File: src/rtl/timer_bank.sv
// timer_bank: multi-channel programmable down-counter peripheral on the 8-bit
// CPU bus. Each channel has a reload register, one-shot/periodic mode, an
// optional prescaler and a sticky expiry flag; flags gated by IE form irq.
//
// Bus protocol: an access is qualified by cs for exactly the cycle it is
// presented. cs & we writes dbw into the addressed register at that edge;
// cs & !we loads dbr at that edge, so read data is valid the following cycle
// and dbr holds until the next read. There is no wait state or back-pressure.
module timer_bank #(
  parameter int WIDTH    = 16,
  parameter int CHANNELS = 2
) (
  input  logic       clk,
  input  logic       rst,
  output logic [7:0] dbr,
  input  logic [7:0] dbw,
  input  logic [4:0] addr,
  input  logic       cs,
  input  logic       we,
  output logic       irq
);

  localparam int BYTES = WIDTH / 8;

  logic [WIDTH-1:0]    counter  [CHANNELS];
  logic [WIDTH-1:0]    reload   [CHANNELS];
  logic [WIDTH-1:0]    snapshot [CHANNELS];
  logic [7:0]          pdiv     [CHANNELS];
  logic [7:0]          pcount   [CHANNELS];
  logic [CHANNELS-1:0] en, per, ie, pse, flag;

  logic [CHANNELS-1:0] wr, rd, load, tick, expire;
  logic [2:0]          reg_sel;
  logic [7:0]          rd_data;
  logic                unused_bits;

  assign reg_sel     = addr[2:0];
  assign unused_bits = &{1'b0, dbw[6:5]};

  // Per-channel decode, tick generation and expiry detection.
  // LOAD suppresses the expiry of the same cycle, so LOAD wins over a tick.
  always_comb begin
    wr     = '0;
    rd     = '0;
    load   = '0;
    tick   = '0;
    expire = '0;
    for (int c = 0; c < CHANNELS; c++) begin
      wr[c]     = cs & we & (addr[4:3] == 2'(c));
      rd[c]     = cs & ~we & (addr[4:3] == 2'(c));
      load[c]   = wr[c] & (reg_sel == 3'd4) & dbw[4];
      tick[c]   = en[c] & (~pse[c] | (pcount[c] == pdiv[c]));
      expire[c] = tick[c] & (counter[c] == '0) & ~load[c];
    end
  end

  // Read data mux; count byte 0 is live, higher bytes come from the snapshot.
  always_comb begin
    rd_data = '0;
    for (int c = 0; c < CHANNELS; c++) begin
      if (rd[c]) begin
        for (int b = 0; b < BYTES; b++) begin
          if (reg_sel == 3'(b)) begin
            if (b == 0) rd_data = counter[c][7:0];
            else        rd_data = snapshot[c][8*b +: 8];
          end
        end
        case (reg_sel)
          3'd4:    rd_data = {4'b0000, pse[c], ie[c], per[c], en[c]};
          3'd5:    rd_data = {flag[c], 7'b0000000};
          3'd6:    rd_data = pdiv[c];
          default: ;
        endcase
      end
    end
  end

  // Channel state: registers, counting, prescaler and sticky flag.
  always_ff @(posedge clk or posedge rst) begin
    if (rst) begin
      for (int c = 0; c < CHANNELS; c++) begin
        counter[c]  <= '0;
        reload[c]   <= '0;
        snapshot[c] <= '0;
        pdiv[c]     <= '0;
        pcount[c]   <= '0;
      end
      en   <= '0;
      per  <= '0;
      ie   <= '0;
      pse  <= '0;
      flag <= '0;
    end else begin
      for (int c = 0; c < CHANNELS; c++) begin
        for (int b = 0; b < BYTES; b++) begin
          if (wr[c] && reg_sel == 3'(b)) reload[c][8*b +: 8] <= dbw;
        end

        // A control write overrides the hardware EN clear of a one-shot.
        if (wr[c] && reg_sel == 3'd4) begin
          en[c]  <= dbw[0];
          per[c] <= dbw[1];
          ie[c]  <= dbw[2];
          pse[c] <= dbw[3];
        end else if (expire[c] && !per[c]) begin
          en[c] <= 1'b0;
        end

        if (wr[c] && reg_sel == 3'd6) pdiv[c] <= dbw;

        if (rd[c] && reg_sel == 3'd0) snapshot[c] <= counter[c];

        if (load[c]) begin
          counter[c] <= reload[c];
        end else if (tick[c]) begin
          if (counter[c] != '0) counter[c] <= counter[c] - WIDTH'(1);
          else if (per[c])      counter[c] <= reload[c];
        end

        if (en[c] && pse[c]) pcount[c] <= (pcount[c] == pdiv[c]) ? 8'd0 : pcount[c] + 8'd1;
        else                 pcount[c] <= 8'd0;

        // Hardware set has priority over the write-one-to-clear.
        if (expire[c])                                flag[c] <= 1'b1;
        else if (wr[c] && reg_sel == 3'd5 && dbw[7]) flag[c] <= 1'b0;
      end
    end
  end

  // Registered bus read data; holds when no read is presented.
  always_ff @(posedge clk or posedge rst) begin
    if (rst)          dbr <= 8'h00;
    else if (cs & ~we) dbr <= rd_data;
  end

  // Registered level interrupt from enabled flags.
  always_ff @(posedge clk or posedge rst) begin
    if (rst) irq <= 1'b0;
    else     irq <= |(flag & ie);
  end

endmodule

File: config.mk
export PLATFORM = sky130hd
export DESIGN_NAME = timer_bank
export DESIGN_NICKNAME = d
export VERILOG_FILES = /design/src/rtl/timer_bank.sv
export SDC_FILE = /design/constraint.sdc
export NUM_CORES = 1
export LEC_CHECK = 0
export CAP_MARGIN = 20
export CORE_MARGIN = 4
export CORE_UTILIZATION = 65
export CTS_CLUSTER_DIAMETER = 150
export DETAILED_ROUTE_END_ITERATION = 8
export PLACE_DENSITY = 0.84
export SLEW_MARGIN = 20
export SYNTH_ARGS = -nofsm -noshare
export SYNTH_HDL_FRONTEND = slang
export SYNTH_SLANG_ARGS = --single-unit
File: constraint.sdc
create_clock -name clk -period 12 [get_ports clk]
set_input_delay 2.4 -clock clk [delete_from_list [all_inputs] [get_ports clk]]
set_output_delay 2.4 -clock clk [all_outputs]
set_load 0.02 [all_outputs]
==> reports/qor.txt <==
outcome = complete, no violations
Synth cell types = 73
Final GP Congestion = 0.9615
clock skew = 0.006366 ns
worst path bufs/invs = 1
Final TNS setup = 0 ns
antenna violations before repair = 0
Skew-Pair Late Insertion Delay = 0.52 ns
Int Pwr = 876.6 uW
Cell Pwr Density = 160.4 nW/um2
Finish-stage setup viols = 0
first drt pass iteration count = 5
Main synth FF type = dfrtp_1
GR Overflow Total = 0
cells after synthesis = 643
final WL = 18.03 mm
Sw Pwr = 356.9 uW
sequential area share after synthesis = 0.4813
crit path capture type = flop
Resize count post-CTS = 0
die height = 110.4 um
Avg WL per Cell = 22.23 um
number of synthesized register bits = 131
worst path arrival time = 5.36 ns
critical path cell sequence = clkdlybuf4s50_1, nor3b_1, nand3_1, nand2_1, nor2_1, a311oi_1
Pleak = 3.358 nW
Core Area = 10280 um2
period utilization = 0.4115
Final ANT Viol Nets = 0
clock network power share = 0.374
Combinational Power Share = 0.164
Slew @ Worst Pin = 0.8452 ns
crit path launch type = primary input
Req. time, crit path = 12.42 ns
hold crit path type = flop to flop
reg2reg path depth = 7
Hold Worst Slack = 0.4866 ns
1st-iter DRT viols = 679
routed vias = 5445
Max stage delay on crit path = 0.83 ns
Seq. cell area = 3278 um2
fmax = 202.5 MHz
htree depth = 4
Syn. warnings = 0
HPWL Detailed = 12.55 mm
Syn Area/Cell = 10.59 um2
Max Cap Viol = 0
ranking of synthesized cells by area = dfrtp_1 (48%), mux2_2 (12%), nor2_1 (3.4%), nand2_1 (2.8%), xnor2_1 (2.6%)
vias per inst = 6.714
part of the power in registers = 0.462
largest net degree at the start of global routing = 82
pins over their slew limit = 0
Synthesized Nets = 666
Post-synth ARST share = 1.000
Fin. Hold Viols = 0
min Tclk post-route = 4.938 ns
vias in the first global route = 5380
leading area contributor after synthesis = dfrtp_1
Crit-path slowest cell = nor3b_1
Die X = 110.4 um
# fillers = 702
layout cells sized above 1 = 0.1748
# Post-CTS Setup Buffers = 0
Die Area = 12180 um2
Post-CTS Hold Buffers = 0
clk slew on worst S/H paths = 0.06 ns
drc violations = 0
Clock Tree Root = clkbuf_8
hold path cells = 2
Initial Util = 0.6628
area share of the largest cell type after synthesis = 0.4813
number of flops mapped to enable cells by yosys = 0
CTS tree = built
Setup Crit Path Kind = primary input to flop
Area Growth Syn to Fin = 12.88%
Max IR drop VDD = 0.1963 mV
RSZ-0062 raised after global routing = false
Sw Share = 0.2893
Clock Path Buffers = 2
Final #Nets = 689
port bufs = 25
Worst slew margin = 0.4314
CTS sink cnt = 131
synthesized area = 6812 um2
# diodes = 0
Multi-input gate area = 3387 um2
cts bufs inserted = 17
CP top delay family = simple AND/OR/NAND/NOR gates
critical path depth = 6
Top Ports = 26
gr usage total = 0.3196
row count = 37
first-pass GRT wire length = 28.76 mm
Crit Path Max Fanout = 21
## synthesized netlist by cell type, types with 11 or more instances
cell and number:
dfrtp_1 131, a311oi_1 11, a21oi_1 19, nand2_1 50
inv_1 12, o21ai_0 22, nor3_1 20, mux2i_1 12
clkbuf_1 19, nand3_1 26, xnor2_1 20, mux2_2 73
nor2_1 61
## cell type report
cell class / instances / share of cell area
Multi-Input combinational cell: 475 / 0.4405
Sequential cell: 131 / 0.4264
Clock buffer: 23 / 0.06070
Timing Repair Buffer: 29 / 0.03694
Tap cell: 136 / 0.02213
Clock inverter: 5 / 0.007160
Inverter: 12 / 0.006184
## registers in the layout, summed over array words and instances (netlist names)
name	count
counter	32
dbr	8
en	2
flag	2
ie	2
irq	1
pcount	16
pdiv	16
per	2
pse	2
reload	32
snapshot	16
## metal layers
layer  share of wire  vias up  global-route usage
li1                -     2441                   -
met1            0.43     2695              0.4372
met5               0        -                   0
met4           0.032        0              0.1328
met2            0.45      268              0.4736
met3           0.089       41              0.1008
## cell families after synthesis
family          count (synthesis)  share of synthesized area
buf+inv                        37                    0.02222
xor+xnor                       28                    0.03600
simple gates                  222                     0.1664
flops                         131                     0.4813
mux                            86                     0.1416
compound gates                133                     0.1414
fa+ha+maj                       6                    0.01102
## cells in the final DEF, fill, tap and decap left out, types with 6 or more instances in the layout
| cell type | instances |
|---|---|
| nand4_1 | 9 |
| ha_1 | 6 |
| a21oi_1 | 19 |
| nor3_1 | 19 |
| mux2i_1 | 12 |
| xor2_1 | 8 |
| a311oi_1 | 11 |
| mux2_2 | 73 |
| xnor2_1 | 20 |
| o21ai_0 | 22 |
| dfrtp_1 | 131 |
| a22oi_1 | 6 |
| nand2_1 | 50 |
| nor2_1 | 61 |
| a211oi_1 | 9 |
| and3_1 | 10 |
| clkdlybuf4s50_1 | 25 |
| clkbuf_16 | 16 |
| nand3_1 | 26 |
| inv_1 | 11 |
## power by group through the flow
stage	logic, mW	clock network [mW]	registers [mW]
floorplan	0.146	0	0.549
global placement	0.193	0	0.573
detailed placement	0.199	0	0.573
CTS	0.200	0.467	0.567
global route	0.223	0.490	0.576
finish	0.202	0.462	0.570
## stage by stage
| step | util | area (um2) | power, mW | worst slack (ns) | cells |
|---|---|---|---|---|---|
| 5_1_grt | 0.7481 | 7689 | 1.289 | 6.712 | 811 |
| 3_3_place_gp | 0.6965 | 7158 | 0.7660 | 6.631 | 783 |
| 3_5_place_dp | 0.6965 | 7158 | 0.7718 | 6.610 | 783 |
| 2_1_floorplan | - | 6812 | 0.6951 | 6.102 | 643 |
| 4_1_cts | 0.7473 | 7680 | 1.233 | 7.146 | 811 |
| 6_report | 0.7481 | 7689 | 1.234 | 7.062 | 811 |
## worst register-to-register path: stages (launching register included)
cell,delay [ns]
dfrtp_1,0.48
inv_1,0.15
ha_1,0.16
or4b_4,0.47
or4_4,0.44
nor2_2,0.31
a41oi_1,0.35
o221a_1,0.36
## final timing paths
| path | startpoint | end | slack, ns |
|---|---|---|---|
| min in group asynchronous | rst | reload[23] | 2.30 |
| max | addr[1] | counter[19] | 7.06 |
| min | snapshot[9] | snapshot[9] | 0.49 |
| max in group asynchronous | rst | counter[11] | 8.56 |
| max reg2reg | counter[0] | counter[15] | 9.17 |
| min reg2reg | snapshot[9] | snapshot[9] | 0.49 |
No activity file was read; power rests on OpenSTA's default activity.
